--- src/rtl/max7219_pkg.sv ---
// Shared definitions for the MAX7219 chain driver: register map, sequencer
// states and the fixed power-up register programme.
package max7219_pkg;

  localparam logic [7:0] REG_NOOP      = 8'h00;
  localparam logic [7:0] REG_DIGIT0    = 8'h01;
  localparam logic [7:0] REG_DECODE    = 8'h09;
  localparam logic [7:0] REG_INTENSITY = 8'h0A;
  localparam logic [7:0] REG_SCANLIMIT = 8'h0B;
  localparam logic [7:0] REG_SHUTDOWN  = 8'h0C;
  localparam logic [7:0] REG_TEST      = 8'h0F;

  localparam logic [3:0] INIT_LAST_WORD = 4'd4;

  typedef enum logic [2:0] {
    ST_INIT,
    ST_IDLE,
    ST_PREP,
    ST_SHIFT,
    ST_LATCH,
    ST_DONE
  } state_e;

  // {addr, data} for word idx of the power-up programme.
  function automatic logic [15:0] init_word(input logic [3:0] idx,
                                            input logic [7:0] scan_limit,
                                            input logic [3:0] intensity);
    logic [15:0] w;
    case (idx)
      4'd0:    w = {REG_TEST, 8'h00};
      4'd1:    w = {REG_SCANLIMIT, scan_limit};
      4'd2:    w = {REG_DECODE, 8'h00};
      4'd3:    w = {REG_INTENSITY, 4'h0, intensity};
      4'd4:    w = {REG_SHUTDOWN, 8'h01};
      default: w = {REG_NOOP, 8'h00};
    endcase
    return w;
  endfunction

endpackage

--- src/rtl/max7219_serializer.sv ---
// MSB-first shift register with serial-clock divider. One bit takes
// 2*CLK_DIV cycles: sclk low for CLK_DIV, then high for CLK_DIV. dout only
// moves on the edge that starts a bit (sclk low).
module max7219_serializer #(
  parameter int unsigned W       = 16,
  parameter int unsigned CLK_DIV = 2
) (
  input  logic         i_clk,
  input  logic         i_reset_n,
  input  logic         i_load,
  input  logic [W-1:0] i_word,
  output logic         o_sclk,
  output logic         o_dout,
  output logic         o_word_done
);

  localparam int unsigned BW = $clog2(W + 1);
  localparam int unsigned DW = (CLK_DIV > 1) ? $clog2(CLK_DIV) : 1;

  logic [W-1:0]  sr_q, sr_d;
  logic [BW-1:0] cnt_q, cnt_d;
  logic [DW-1:0] div_q, div_d;
  logic          sclk_q, sclk_d;
  logic          dout_q, dout_d;
  logic          active_q, active_d;

  logic div_wrap;
  logic last_bit;

  assign div_wrap    = (div_q == DW'(CLK_DIV - 1));
  assign last_bit    = (cnt_q == BW'(1));
  assign o_word_done = active_q & sclk_q & div_wrap & last_bit;
  assign o_sclk      = sclk_q;
  assign o_dout      = dout_q;

  // Next-state: load a word, then step the divider and emit bits.
  always_comb begin
    sr_d     = sr_q;
    cnt_d    = cnt_q;
    div_d    = div_q;
    sclk_d   = sclk_q;
    dout_d   = dout_q;
    active_d = active_q;
    if (i_load) begin
      // The MSB goes straight to dout; sr_q keeps the bits still to send.
      sr_d     = {i_word[W-2:0], 1'b0};
      dout_d   = i_word[W-1];
      cnt_d    = BW'(W);
      div_d    = '0;
      sclk_d   = 1'b0;
      active_d = 1'b1;
    end else if (active_q) begin
      if (div_wrap) begin
        div_d = '0;
        if (!sclk_q) begin
          sclk_d = 1'b1;
        end else begin
          sclk_d = 1'b0;
          if (last_bit) begin
            active_d = 1'b0;
          end else begin
            dout_d = sr_q[W-1];
            sr_d   = {sr_q[W-2:0], 1'b0};
            cnt_d  = cnt_q - BW'(1);
          end
        end
      end else begin
        div_d = div_q + DW'(1);
      end
    end
  end

  // Serializer registers.
  always_ff @(posedge i_clk) begin
    if (!i_reset_n) begin
      sr_q     <= '0;
      cnt_q    <= '0;
      div_q    <= '0;
      sclk_q   <= 1'b0;
      dout_q   <= 1'b0;
      active_q <= 1'b0;
    end else begin
      sr_q     <= sr_d;
      cnt_q    <= cnt_d;
      div_q    <= div_d;
      sclk_q   <= sclk_d;
      dout_q   <= dout_d;
      active_q <= active_d;
    end
  end

endmodule

--- src/rtl/max7219_chain_driver.sv ---
// Sequencer for a chain of MAX7219 devices: power-up register programme,
// then on request a frame of intensity, shutdown and digit registers.
module max7219_chain_driver
  import max7219_pkg::*;
#(
  parameter int unsigned N_DEVICES = 1,
  parameter int unsigned N_DIGITS  = 8,
  parameter int unsigned CLK_DIV   = 2
) (
  input  logic                            i_clk,
  input  logic                            i_reset_n,
  input  logic                            i_start,
  input  logic [N_DEVICES*N_DIGITS*8-1:0] i_digits,
  input  logic [3:0]                      i_intensity,
  input  logic                            i_blank,
  output logic                            o_busy,
  output logic                            o_done_stb,
  output logic                            o_serial_load,
  output logic                            o_serial_dout,
  output logic                            o_serial_clk
);

  localparam int unsigned W     = 16 * N_DEVICES;
  localparam int unsigned DIG_W = N_DEVICES * N_DIGITS * 8;
  localparam int unsigned LW    = $clog2(2 * CLK_DIV);

  localparam logic [7:0] SCAN_LIMIT      = 8'(N_DIGITS - 1);
  localparam logic [3:0] FRAME_LAST_WORD = 4'(N_DIGITS + 1);

  state_e           state_q, state_d;
  logic             pending_q, pending_d;
  logic             mode_init_q, mode_init_d;
  logic [3:0]       word_q, word_d;
  logic [LW-1:0]    lat_q, lat_d;
  logic [3:0]       int_q, int_d;
  logic             blank_q, blank_d;
  logic [DIG_W-1:0] digits_q, digits_d;
  logic             load_q, load_d;
  logic             busy_q, busy_d;
  logic             done_q, done_d;

  logic [7:0]   w_addr;
  logic [7:0]   w_data;
  logic [W-1:0] ser_word;
  logic         ser_load;
  logic         ser_done;
  logic         last_word;
  logic         frame_go;

  assign last_word = mode_init_q ? (word_q == INIT_LAST_WORD)
                                 : (word_q == FRAME_LAST_WORD);

  // Word mux: common address, per-device data; device N_DEVICES-1 in the MSBs.
  always_comb begin
    w_addr = REG_NOOP;
    w_data = '0;
    if (mode_init_q) begin
      {w_addr, w_data} = init_word(word_q, SCAN_LIMIT, int_q);
    end else if (word_q == 4'd0) begin
      w_addr = REG_INTENSITY;
      w_data = {4'h0, int_q};
    end else if (word_q == 4'd1) begin
      w_addr = REG_SHUTDOWN;
      w_data = {7'b0, ~blank_q};
    end else begin
      w_addr = REG_DIGIT0 + {4'h0, word_q} - 8'd2;
    end
    ser_word = '0;
    for (int unsigned k = 0; k < N_DEVICES; k++) begin
      ser_word[k*16 +: 16] = {w_addr, w_data};
      if (!mode_init_q) begin
        for (int unsigned d = 0; d < N_DIGITS; d++) begin
          if (word_q == 4'(d + 2)) begin
            ser_word[k*16 +: 8] = digits_q[(k*N_DIGITS + d)*8 +: 8];
          end
        end
      end
    end
  end

  // Sequencer next-state and output decisions.
  always_comb begin
    state_d     = state_q;
    pending_d   = pending_q | (i_start & (state_q != ST_IDLE));
    mode_init_d = mode_init_q;
    word_d      = word_q;
    lat_d       = lat_q;
    int_d       = int_q;
    blank_d     = blank_q;
    digits_d    = digits_q;
    load_d      = load_q;
    busy_d      = busy_q;
    done_d      = 1'b0;
    ser_load    = 1'b0;
    frame_go    = 1'b0;
    case (state_q)
      // INIT also acts as the PREP of the first init word, so the
      // programme starts shifting on the first cycle out of reset.
      ST_INIT: begin
        int_d       = i_intensity;
        mode_init_d = 1'b1;
        word_d      = '0;
        ser_load    = 1'b1;
        load_d      = 1'b0;
        busy_d      = 1'b1;
        state_d     = ST_SHIFT;
      end
      ST_IDLE: begin
        busy_d = 1'b0;
        if (i_start || pending_q) begin
          frame_go  = 1'b1;
          pending_d = 1'b0;
        end
      end
      ST_PREP: begin
        ser_load = 1'b1;
        load_d   = 1'b0;
        state_d  = ST_SHIFT;
      end
      ST_SHIFT: begin
        lat_d = '0;
        if (ser_done) state_d = ST_LATCH;
      end
      ST_LATCH: begin
        lat_d = lat_q + LW'(1);
        if (lat_q == LW'(CLK_DIV - 1)) load_d = 1'b1;
        if (lat_q == LW'(2 * CLK_DIV - 1)) begin
          lat_d = '0;
          if (last_word) begin
            state_d = ST_DONE;
          end else begin
            word_d  = word_q + 4'd1;
            state_d = ST_PREP;
          end
        end
      end
      ST_DONE: begin
        done_d = 1'b1;
        if (pending_q) begin
          frame_go  = 1'b1;
          pending_d = i_start;
        end else begin
          state_d = ST_IDLE;
        end
      end
      default: state_d = ST_IDLE;
    endcase
    if (frame_go) begin
      digits_d    = i_digits;
      int_d       = i_intensity;
      blank_d     = i_blank;
      mode_init_d = 1'b0;
      word_d      = '0;
      busy_d      = 1'b1;
      state_d     = ST_PREP;
    end
  end

  // Sequencer registers.
  always_ff @(posedge i_clk) begin
    if (!i_reset_n) begin
      state_q     <= ST_INIT;
      pending_q   <= 1'b0;
      mode_init_q <= 1'b1;
      word_q      <= '0;
      lat_q       <= '0;
      int_q       <= '0;
      blank_q     <= 1'b0;
      digits_q    <= '0;
      load_q      <= 1'b1;
      busy_q      <= 1'b0;
      done_q      <= 1'b0;
    end else begin
      state_q     <= state_d;
      pending_q   <= pending_d;
      mode_init_q <= mode_init_d;
      word_q      <= word_d;
      lat_q       <= lat_d;
      int_q       <= int_d;
      blank_q     <= blank_d;
      digits_q    <= digits_d;
      load_q      <= load_d;
      busy_q      <= busy_d;
      done_q      <= done_d;
    end
  end

  max7219_serializer #(
    .W       (W),
    .CLK_DIV (CLK_DIV)
  ) u_ser (
    .i_clk       (i_clk),
    .i_reset_n   (i_reset_n),
    .i_load      (ser_load),
    .i_word      (ser_word),
    .o_sclk      (o_serial_clk),
    .o_dout      (o_serial_dout),
    .o_word_done (ser_done)
  );

  assign o_busy        = busy_q;
  assign o_done_stb    = done_q;
  assign o_serial_load = load_q;

endmodule
--- config.mk ---
export PLATFORM = sky130hd
export DESIGN_NAME = max7219_chain_driver
export DESIGN_NICKNAME = d
export VERILOG_FILES = /design/src/rtl/max7219_pkg.sv /design/src/rtl/max7219_serializer.sv /design/src/rtl/max7219_chain_driver.sv
export SDC_FILE = /design/constraint.sdc
export NUM_CORES = 1
export LEC_CHECK = 0
export BUFFER_PORTS_ARGS = -buffer_cell sky130_fd_sc_hd__buf_2
export CORE_AREA = 3 3 150 152
export DETAILED_ROUTE_END_ITERATION = 10
export DIE_AREA = 0 0 153 155
export PLACE_DENSITY_LB_ADDON = 0.05
export SLEW_MARGIN = 15
export SYNTH_ARGS = -nofsm -noshare
export SYNTH_HDL_FRONTEND = slang
export SYNTH_SLANG_ARGS = --single-unit
--- constraint.sdc ---
create_clock -name i_clk -period 2.8 [get_ports i_clk]
set_input_delay 0.42 -clock i_clk [delete_from_list [all_inputs] [get_ports i_clk]]
set_output_delay 0.42 -clock i_clk [all_outputs]
set_load 0.1 [all_outputs]
# After elaboration in Yosys (flattened, before gate mapping)
# Index checks and enable logic that the tools add are counted.
[word_totals]
register_bits = 107
[op_classes]
reduce_logical = 21
n_mux = 66
n_eq_ne = 28
bitwise = 9
add_sub_neg = 6
[ops]
columns = ["operator", "count"]
rows = [
  ["2-to-1 mux 8 bit", 13],
  ["2-to-1 mux 16 bit", 5],
  ["case mux 12 bit (5 select lines)", 1],
  ["2-to-1 mux 5 bit", 5],
  ["2-to-1 mux 1 bit", 24],
  ["2-to-1 mux 4 bit", 5],
  ["equality test 4 x 3 -> 1 bit (second input constant)", 4],
  ["AND reduction 4 bit", 4],
  ["case mux 3 bit (5 select lines)", 1],
  ["inequality test 2 bit (second input constant)", 7],
  ["nonzero test 2 bit", 7],
  ["2-to-1 mux 3 bit", 4],
  ["inequality test 3 bit (second input constant)", 3],
  ["equality test 4 x 2 -> 1 bit (second input constant)", 2],
  ["equality test 4 bit (second input constant)", 2],
  ["case mux 1 bit (2 select lines)", 4],
  ["case mux 4 bit (2 select lines)", 1],
  ["equality test 3 x 2 -> 1 bit (second input constant)", 2],
  ["equality test 3 bit (second input constant)", 2],
  ["OR reduction 2 bit", 3],
  ["subtractor 5 x 2 -> 6 bit (second input constant)", 1],
  ["adder 1 x 4 -> 5 bit (first input constant)", 1],
  ["equality test 5 x 1 -> 1 bit (second input constant)", 1],
  ["subtractor 5 x 1 -> 5 bit (second input constant)", 1],
  ["19 further kinds", 27],
]

# Logic depth before layout (Yosys ltp)
# Gate-level depths: netlist of run 1.
[depth]
depth_word = 14
ltp_mapped = 9
mapped_depth_nobuf = 7

# By module
# Synthesis of run 1 repeated with hierarchy kept, for this count alone.
[hier_totals]
hier_cells = 718
hier_area_um2 = 5535.3
[by_module_without_submodules]
columns = ["module", "seq_area_each_um2", "n_inst", "area_each_um2", "cells_each"]
rows = [
  ["max7219_chain_driver", 1661.6, 1, 4403.0, 578],
  ["max7219_serializer", 480.5, 1, 1132.3, 140],
]

# Worst setup path after synthesis of run 1
# No wires, ideal clock.
[synth_timing]
kind = "reg-to-reg"
start = "reg u_ser.sclk_q, in the netlist u_ser.o_sclk"
end = "reg u_ser.cnt_q[4]"
setup_time_ps = 132
required_time_ps = 2668
synth_period_minus_slack_ps = 2192
arrival_ps = 2059
path_stages_with_launch = 7
slack_ps = 608
path_buffers = 1
path_cell_list = "dfxtp_1 nand3_1 nand2b_4 buf_8 nor4b_1 xnor2_1 a21oi_1"
[synth_between]
elab_chain_len = 2
[synth_rtl]
columns = ["item", "line_no", "source"]
rows = [
  ["from (decl)", "max7219_serializer.sv:23", "logic sclk_q, sclk_d;"],
  ["from (signal assigned)", "max7219_serializer.sv:86", "sclk_q <= sclk_d;"],
  ["nonzero test 2 bit (no source line)", "--", ""],
  ["AND reduction 4 bit (no source line)", "--", ""],
  ["to (signal assigned)", "max7219_serializer.sv:84", "cnt_q <= cnt_d;"],
  ["to (decl)", "max7219_serializer.sv:21", "logic [BW-1:0] cnt_q, cnt_d;"],
]
# Every way passes these cells.
# A chain may end at the register's enable or synchronous reset.

# Worst setup path after layout of run 1
[layout_timing]
start = "reg word_q[1]"
end = "reg u_ser.sr_q[3]"
[layout_between]
elab_chain_len = 13
word_cells_on_any_way = 23
[layout_rtl]
columns = ["item", "line_no", "source"]
rows = [
  ["from (decl)", "max7219_chain_driver.sv:33", "logic [3:0] word_q, word_d;"],
  ["from (signal assigned)", "max7219_chain_driver.sv:177", "word_q <= word_d;"],
  ["equality test 4 x 3 -> 1 bit (tied with other cells)", "max7219_pkg.sv:29, max7219_chain_driver.sv:73", ""],
  ["case mux 12 bit (5 select lines) / 2-to-1 mux 4 bit (equally long branches)", "max7219_pkg.sv:29, max7219_chain_driver.sv:59", ""],
  ["2-to-1 mux 8 bit", "max7219_chain_driver.sv:57", "if (mode_init_q) begin"],
  ["2-to-1 mux 8 bit (8 in a row)", "max7219_chain_driver.sv:73", "if (word_q == 4'(d + 2)) begin"],
  ["2-to-1 mux 8 bit *", "max7219_chain_driver.sv:71", "if (!mode_init_q) begin"],
  ["2-to-1 mux 16 bit *", "max7219_serializer.sv:44", "if (i_load) begin"],
  ["to (signal assigned)", "max7219_serializer.sv:83", "sr_q <= sr_d;"],
  ["to (decl)", "max7219_serializer.sv:20", "logic [W-1:0] sr_q, sr_d;"],
]
# Every way passes the cells marked *; elsewhere a longest branch is shown, timed or not.

==> flow_summary_export.csv, run 1 <==
group,metric,value,unit
outcome,status,"finished clean",
yosys,synth_compound_area_frac,0.2359,
timing,fin_skew,0.008347,ns
layout,drive_gt1_frac,0.1691,
cts,cts.clk_slew.worst_paths,0.07,ns
drt,drc,0,
cts,numCtsBuffers,9,
placement,hpwlAfterDp,12.46,mm
layout,diodes,0,
min_path,holdCritStartpoint,"i_digits[62]",
yosys,synth_top_area_share,0.4026,
critical_path,start_kind,"flop",
critical_path,worstSetupEndpointType,"flop",
critical_path,r2r_setup_slack,0.30,ns
layout,area_growth,18.32,%
yosys,synth_flop_cell,"dfxtp_1",
yosys,syn_inst,709,
yosys,synthSimpleGateAreaFrac,0.2512,
drt,vias,5003,
timing,slew_viol_final,0,
critical_path,crit_fanout,22,
critical_path,path_delay_family,"simple AND/OR/NAND/NOR gates",
critical_path,critical-path-max-stage-delay,0.63,ns
timing,max_clock_freq,400.3,MHz
layout,mostFrequentLayoutCells,"nand2_1 (190), a21oi_1 (112), dfxtp_1 (107)",
drt,dr.pass1.iters,4,
drt,drt_wl_total,17.21,mm
global_route,grt_use_total,0.1419,
yosys,ys_top_cells_by_area,"dfxtp_1 (40%), nand2_1 (13%), a21oi_1 (11%)",
yosys,ys_ff_latch,107,
cts,clk_latency,0.35,ns
yosys,synthXorXnorAreaFrac,0.01317,
yosys,yosys_warnings,0,
global_route,antenna_found_initial,0,
critical_path,reg2reg_from,"word_q[1]",
power_and_ir_drop,power_density,609.6,nW/um^2
yosys,ys_seq_area_frac,0.4026,
placement,dp_cells,1022,
cts,cts-root-buf,"clkbuf_16",
floorplan,die_y,155,um
critical_path,cp_cell_sequence,"inv_1, ha_1, or4_1, nor4b_1, o221ai_1, a2111o_1, nand2_1",
cts,tritoncts,"built",
critical_path,crit_start,"word_q[1]",
yosys,synth_enable_flop_cells,0,
floorplan,std_cell_rows,53,
critical_path,worstPathArrival,2.80,ns
layout,finalNonFillerCells,1038,
timing,tightest_slew,0.7810,ns
power_and_ir_drop,ir_worst_vdd,0.3002,mV
global_route,grt_pass1_wl,27.02,mm
timing,fin_ws,0.3018,ns
floorplan,io_pins,77,
floorplan,core_area,21150,um^2
placement,io_buffers,76,
global_route,grt_pass1_vias,4920,
timing,setup_tns,0,ns
yosys,syn_nets,790,
layout,seqCellArea,2142,um^2
critical_path,critPathKind,"flop to flop",
floorplan,die_w,153,um
layout,num-nets-final,839,
timing,min_period_over_period,0.8922,
drt,ant_nets,0,
yosys,yosys.area.top_type,"dfxtp_1",
layout,final_common_cell,"nand2_1",
layout,multiInputGateArea,2841,um^2
critical_path,cp_slowest_cell,"ha_1",
flow_run,maxCapViolCount,0,
yosys,synth_cell_type_count,60,
critical_path,crit_required,3.10,ns
cts,clk_path_buf_depth,2,
timing,max_slew_margin,0.4786,
power_and_ir_drop,p_leak,2.304,nW
yosys,muxShareOfSynthArea,0.01035,
drt,vias_per_cell,4.820,
cts,post_cts_resized,0,
placement,dpl_worst_slack,0.3173,ns
yosys,synthAdderAreaFrac,0.02117,
layout,fill_cells,2321,
min_path,hp-class,"input port to flop",
yosys,synth_top_family_by_area,"simple AND/OR/NAND/NOR gates",
global_route,grt_max_degree,72,
critical_path,worst-path-buf-inv,1,
cts,h-tree-depth,3,
timing,rsz0062_at_grt,"false",
timing,hold_viol_final,0,
yosys,synth.avg_cell_area,7.504,um^2
cts,cts_num_sinks,107,
floorplan,die_area,23720,um^2
cts,ctsHoldBuffers,0,
floorplan,start_util,0.2515,
timing,setup_violations,0,
timing,period_needed,2.498,ns
yosys,synthArstFlopShare,0,
drt,wire_per_inst,16.58,um
drt,drt-initial-drc-count,276,
placement,gp_congestion,0.8044,
global_route,overflow,0,
cts,cts_setup_buffers,0,
yosys,synthesis.area,5320,um^2
==> registers in the layout (all words and copies together) (netlist names) <==
register,flops
lat_q,2
u_ser.cnt_q,5
int_q,4
o_serial_load,1
o_busy,1
u_ser.o_sclk,1
u_ser.sr_q,15
blank_q,1
mode_init_q,1
word_q,4
u_ser.active_q,1
state_q,3
pending_q,1
o_done_stb,1
u_ser.o_dout,1
digits_q,64
u_ser.div_q,1
==> stage by stage <==
step	cell area, um^2	power, mW	hold WS, ns	util
2_1_floorplan	5320	2.181	0.4305	-
3_3_place_gp	5952	2.413	0.4471	0.2814
3_5_place_dp	5952	2.417	0.4495	0.2814
4_1_cts	6295	3.908	0.2856	0.2976
5_1_grt	6295	4.030	0.2889	0.2976
6_report	6295	3.837	0.2998	0.2976
==> cell type report <==
type | instances | area share
timing repair buffer | 96 | 0.09024
tap | 275 | 0.05466
clock inverter | 5 | 0.01590
sequential | 107 | 0.3403
inverter | 15 | 0.008945
clock buffer | 11 | 0.03856
multi-input combinational | 529 | 0.4514
==> routing by layer <==
metal  wire, um  up-vias  track usage  part of all wire
met3        572       10      0.02559             0.033
met2       8248       80       0.2352              0.48
met4        172        0      0.03309             0.010
met5          0        -            0                 0
met1       8220     2369       0.1932              0.48
li1           -     2544            -                 -
==> synthesized netlist by cell type, types with 4 or more instances <==
cell,instances
buf_2,24
o21a_1,4
a211oi_1,11
nor3b_1,9
nand3_1,16
o21ai_0,29
nor3_1,11
nor2b_1,5
nor2_1,33
mux2_2,4
or2_2,4
o32ai_1,5
o22ai_1,8
a311oi_1,4
xnor2_1,6
nand4_1,4
inv_1,15
clkbuf_1,27
ha_1,9
dfxtp_1,107
a21oi_1,112
a221oi_1,7
nand2_1,190
nand2b_1,7
o22a_1,4
==> path summary, 6_finish.rpt <==
path              cells past startpoint             to
setup / recovery                      7  u_ser.sr_q[3]
hold / removal                        3   digits_q[62]
setup reg to reg                      7  u_ser.sr_q[3]
hold reg to reg                       2   u_ser.o_dout
==> tightest hold or removal path, cell delays in order <==
cell,delay [ns]
buf_2,0.10
nand2_1,0.05
a21oi_1,0.05
==> report_power, final <==
group	internal, mW	switching [mW]	total [mW]
Clock	0.897	0.574	1.47
Combinational	0.214	0.407	0.621
Sequential	1.65	0.101	1.75
Total	2.76	1.08	3.84
==> logic make-up after synthesis <==
group | Yosys count
adder cells (fa/ha/maj) | 9
buffers and inverters | 73
AND/OR/NAND/NOR | 299
AO/OA/AOI/OAI | 208
flip-flops | 107
multiplexers | 5
XOR/XNOR | 8
Power figures use the tool's default switching activity.
==> inputs of run 2 (changes only) <==
- PLACE_DENSITY: not set -> 0.42
- PLACE_DENSITY_LB_ADDON: 0.05 -> not set
- RECOVER_POWER: not set -> 25
==> run 2 against run 1 <==
Wire length is 5.8% lower. Global-route usage is 0.57 points lower. Power is 6.4% lower. Non-clock buffer count is 1 lower. First-iteration DRC count is 1.1% lower. Hold slack worse by 0.0040 ns. Critical path type unchanged. Critical endpoint is now u_ser.sr_q[2]. Largest cell class unchanged.
==> flow_summary_export.csv, run 2 (synthesis gave the netlist of run 1 again) <==
group,metric,value,unit
layout,reg_top3,"digits_q (64), u_ser.sr_q (15), u_ser.cnt_q (5)",
cts,cts-root-buf,"clkbuf_16",
layout,final_area,6211,um^2
drt,dr.pass1.iters,5,
timing,hold_viol_final,0,
layout,fin_util,0.2936,
critical_path,crit_start,"word_q[1]",
critical_path,worstPathArrival,2.70,ns
power_and_ir_drop,p_leak,2.238,nW
drt,drt-initial-drc-count,273,
drt,drc,0,
placement,detailed_place.area,5944,um^2
global_route,antenna_found_initial,0,
floorplan,die_area,23720,um^2
placement,io_buffers,76,
floorplan,die_w,153,um
layout,top_register,"digits_q",
global_route,grt_pass1_vias,4689,
floorplan,io_pins,77,
layout,diodes,0,
flow_run,maxCapViolCount,0,
layout,largest_reg_flops,64,
critical_path,crit_fanout,15,
drt,wl_met1,7.769,mm
global_route,grt_max_degree,72,
critical_path,critPathKind,"flop to flop",
global_route,grt_pass1_wl,25.86,mm
timing,period_needed,2.461,ns
drt,vias_per_cell,4.756,
critical_path,worstSetupEndpointType,"flop",
timing,setup_tns,0,ns
drt,drt_wl_total,16.22,mm
global_route,overflow,0,
drt,wl_met3,511,um
timing,max_slew_margin,0.2130,
cts,cts_setup_buffers,0,
critical_path,reg2reg_from,"word_q[1]",
cts,tritoncts,"built",
critical_path,start_kind,"flop",
cts,ctsHoldBuffers,0,
floorplan,std_cell_rows,53,
min_path,hp-class,"input port to flop",
drt,wl_met2,7.751,mm
timing,min_period_over_period,0.8790,
placement,hpwlAfterDp,11.68,mm
timing,slew_viol_final,0,
timing,fin_skew,0.007505,ns
layout,num-nets-final,838,
cts,clk_latency,0.35,ns
layout,area_growth,16.75,%
timing,fin_ws,0.3387,ns
cts,cts_num_sinks,107,
timing,tightest_slew,1.186,ns
layout,final_common_cell,"nand2_1",
global_route,grt_use_total,0.1362,
outcome,status,"finished clean",
drt,wire_per_inst,15.64,um
placement,gp_congestion,0.8109,
cts,numCtsBuffers,9,
layout,drive_gt1_frac,0.1601,
timing,rsz0062_at_grt,"false",
timing,holdWs,0.2958,ns
drt,ant_nets,0,
floorplan,core_area,21150,um^2
layout,mostFrequentLayoutCells,"nand2_1 (190), a21oi_1 (112), dfxtp_1 (107)",
cts,cts.clk_slew.worst_paths,0.07,ns
power_and_ir_drop,ir_worst_vdd,0.2757,mV
drt,top_layer,"met4",
power_and_ir_drop,power_density,578.3,nW/um^2
placement,dpl_worst_slack,0.4199,ns
timing,max_clock_freq,406.3,MHz
floorplan,die_y,155,um
critical_path,crit_required,3.04,ns
drt,vias,4932,
cts,clk_path_buf_depth,2,
min_path,holdCritStartpoint,"i_digits[7]",
timing,setup_violations,0,
cts,h-tree-depth,3,
floorplan,start_util,0.2515,
cts,post_cts_resized,0,
==> run 2: cell types whose count changed in the layout (fill, tap and decap cells not counted), moves of 2 or more <==
| cell | before | now |
|---|---|---|
| clkinvlp_4 | 0 | 2 |
| clkinv_2 | 2 | 0 |
| clkinv_4 | 0 | 3 |
| buf_2 | 76 | 71 |
| bufinv_16 | 3 | 0 |
| clkbuf_1 | 1 | 5 |
==> run 2: power by group <==
| part | internal (mW) | switching [mW] |
|---|---|---|
| sequential | 1.64 | 0.104 |
| combinational | 0.207 | 0.393 |
| clock | 0.636 | 0.608 |
| total | 2.49 | 1.10 |
==> run 2: layout make-up <==
type / count / area, um^2
tap: 275 / 344.1
clock buffer: 10 / 239.0
multi-input combinational: 529 / 2838
sequential: 107 / 2142
inverter: 15 / 56.30
clock inverter: 6 / 50.05
fill: 2328 / 14940
timing repair buffer: 95 / 541.8
==> run 2: metal layers <==
metal / up-vias / global-route usage
met4: 0 / 0.04455
met3: 11 / 0.02197
met2: 79 / 0.2196
met5: - / 0
li1: 2564 / -
met1: 2278 / 0.1870
==> run 2: worst max-delay path: stages (launching register included) <==
cell and delay, ns:
dfxtp_1 0.36, inv_1 0.16, ha_1 0.42, buf_4 0.27, nor3b_1 0.20, a21oi_1 0.06
o32ai_1 0.46, nor4_1 0.10, a211o_1 0.31
==> run 2: stage by stage <==
step	cells	power, mW
floorplan	709	2.181
global placement	1021	2.414
detailed placement	1021	2.409
CTS	1037	3.671
global route	1037	3.805
finish	1037	3.592
==> run 2: final timing paths <==
path	end	slack (ns)	cells past startpoint
max reg2reg	u_ser.sr_q[2]	0.34	8
min reg2reg	digits_q[38]	0.46	2
max	u_ser.sr_q[2]	0.34	8
min	digits_q[7]	0.30	3
==> inputs of run 3 (changes only) <==
- clock period: 2.8 -> 2.4 ns (I/O delays scaled with it)
==> run 3 against run 2 <==
Sequential power rose by 16%. Clock power rose by 29%. Clock-buffer cell count stayed put. Via count is 0.49% higher. Power grew 21%. Register-to-register slack lost 0.15 ns. Clock skew fell by 0.0040 ns. Sequential share of layout area decreased by 0.55 points. Critical endpoint unchanged.
==> flow_summary_export.csv, run 3 (synthesis gave the netlist of run 1 again) <==
group,metric,value,unit
drt,wire_per_inst,15.70,um
power_and_ir_drop,netSwitchingFraction,0.2854,
placement,io_buffers,76,
layout,num-nets-final,845,
layout,diodes,0,
cts,numCtsBuffers,9,
power_and_ir_drop,ir_worst_vdd,0.2929,mV
timing,slew_viol_final,0,
layout,reg_top3,"digits_q (64), u_ser.sr_q (15), u_ser.cnt_q (5)",
drt,drt_wl_total,16.38,mm
layout,area_growth,18.72,%
drt,wl_met2,7.902,mm
timing,max_clock_freq,452.7,MHz
power_and_ir_drop,power_density,687.5,nW/um^2
critical_path,critPathKind,"flop to flop",
timing,setup_tns,0,ns
cts,clk_latency,0.35,ns
layout,fill_cells,2365,
power_and_ir_drop,p_comb_frac,0.165,
timing,setup_violations,0,
cts,cts_num_sinks,107,
layout,final_area,6316,um^2
floorplan,core_area,21150,um^2
power_and_ir_drop,pwr-share-seq,0.468,
global_route,grt_pass1_vias,4941,
floorplan,start_util,0.2515,
drt,drc,0,
critical_path,start_kind,"flop",
cts,ctsHoldBuffers,0,
drt,wl_met3,364,um
power_and_ir_drop,p_switching,1.239,mW
critical_path,crit_required,2.64,ns
layout,drive_gt1_frac,0.1680,
floorplan,die_area,23720,um^2
flow_run,maxCapViolCount,0,
critical_path,crit_fanout,10,
timing,rsz0062_at_grt,"false",
floorplan,std_cell_rows,53,
power_and_ir_drop,pwr-share-clk,0.368,
cts,cts-root-buf,"clkbuf_16",
global_route,grt_pass1_wl,26.48,mm
layout,top_register,"digits_q",
layout,mostFrequentLayoutCells,"nand2_1 (190), a21oi_1 (112), dfxtp_1 (106)",
outcome,status,"finished clean",
timing,fin_skew,0.003532,ns
floorplan,die_y,155,um
cts,clk_path_buf_depth,2,
global_route,overflow,0,
cts,cts.clk_slew.worst_paths,0.07,ns
global_route,grt_max_degree,72,
drt,dr.pass1.iters,4,
global_route,grt_use_total,0.1376,
placement,gp_congestion,0.7964,
cts,h-tree-depth,3,
timing,min_period_over_period,0.9204,
drt,wl_met1,7.918,mm
drt,vias_per_cell,4.752,
critical_path,worstPathArrival,2.45,ns
floorplan,die_w,153,um
global_route,antenna_found_initial,0,
drt,ant_nets,0,
drt,top_layer,"met4",
power_and_ir_drop,power.internal,3.103,mW
layout,largest_reg_flops,64,
timing,period_needed,2.209,ns
timing,tightest_slew,1.174,ns
drt,drt-initial-drc-count,284,
min_path,hp-class,"input port to flop",
cts,tritoncts,"built",
placement,hpwlAfterDp,11.97,mm
placement,detailed_place.area,6035,um^2
drt,vias,4956,
layout,final_common_cell,"nand2_1",
floorplan,io_pins,77,
power_and_ir_drop,p_leak,2.305,nW
timing,hold_viol_final,0,
timing,max_slew_margin,0.2206,
critical_path,worstSetupEndpointType,"flop",
[run 3: final timing paths]
path | start | to | slack [ns] | cells past startpoint
setup reg to reg | word_q[1] | u_ser.sr_q[2] | 0.19 | 8
hold reg to reg | u_ser.sr_q[13] | u_ser.sr_q[14] | 0.45 | 2
setup / recovery | word_q[1] | u_ser.sr_q[2] | 0.19 | 8
hold / removal | i_digits[62] | digits_q[62] | 0.24 | 3
[run 3: through the flow]
stage	instances	util	power (mW)	setup WS, ns	hold slack [ns]
after global placement	1028	0.2853	2.825	0.2446	0.4435
after floorplan	709	-	2.544	0.2081	0.4305
final	1043	0.2986	4.343	0.1910	0.2432
after CTS	1043	0.3002	4.442	0.1807	0.2270
after detailed placement	1028	0.2853	2.824	0.1834	0.4453
after global routing	1043	0.2986	4.570	0.01747	0.2419
[run 3: layer usage]
| metal | vias up | global-route usage |
|---|---|---|
| li1 | 2565 | - |
| met1 | 2308 | 0.1838 |
| met2 | 71 | 0.2310 |
| met3 | 12 | 0.02058 |
| met4 | 0 | 0.04158 |
| met5 | - | 0 |
[run 3: area by class of cell]
| type | instances | area (um^2) | area share |
|---|---|---|---|
| clock buffers | 10 | 239.0 | 0.03784 |
| well taps | 275 | 344.1 | 0.05448 |
| repair buffers | 102 | 629.4 | 0.09964 |
| multi-input cells | 529 | 2826 | 0.4475 |
| flip-flops and latches | 107 | 2143 | 0.3393 |
| inverters | 15 | 56.30 | 0.008914 |
| clock inverters | 5 | 77.57 | 0.01228 |
[run 3: power groups by stage]
stage	Clock, mW	Sequential (mW)	Combinational [mW]
2_1_floorplan	0	2.08	0.465
3_3_place_gp	0	2.08	0.749
3_5_place_dp	0	2.08	0.748
4_1_cts	1.66	2.04	0.750
5_1_grt	1.71	2.05	0.810
6_report	1.60	2.03	0.716
[run 3: repair_timing]
item / CTS / global route
setup buffers: 0 / 0
hold endpoints to repair: 0 / 0
endpoints found under the setup margin: 0 / 1
gates resized for setup: 0 / 1
[run 3: worst max-delay path, cell delays in order (launching register included)]
cell and delay (ns):
dfxtp_1 0.36, inv_1 0.16, ha_1 0.36, buf_4 0.22
nor3b_1 0.20, a21oi_1 0.06, o32ai_1 0.31, nor4_1 0.10
a211o_1 0.32
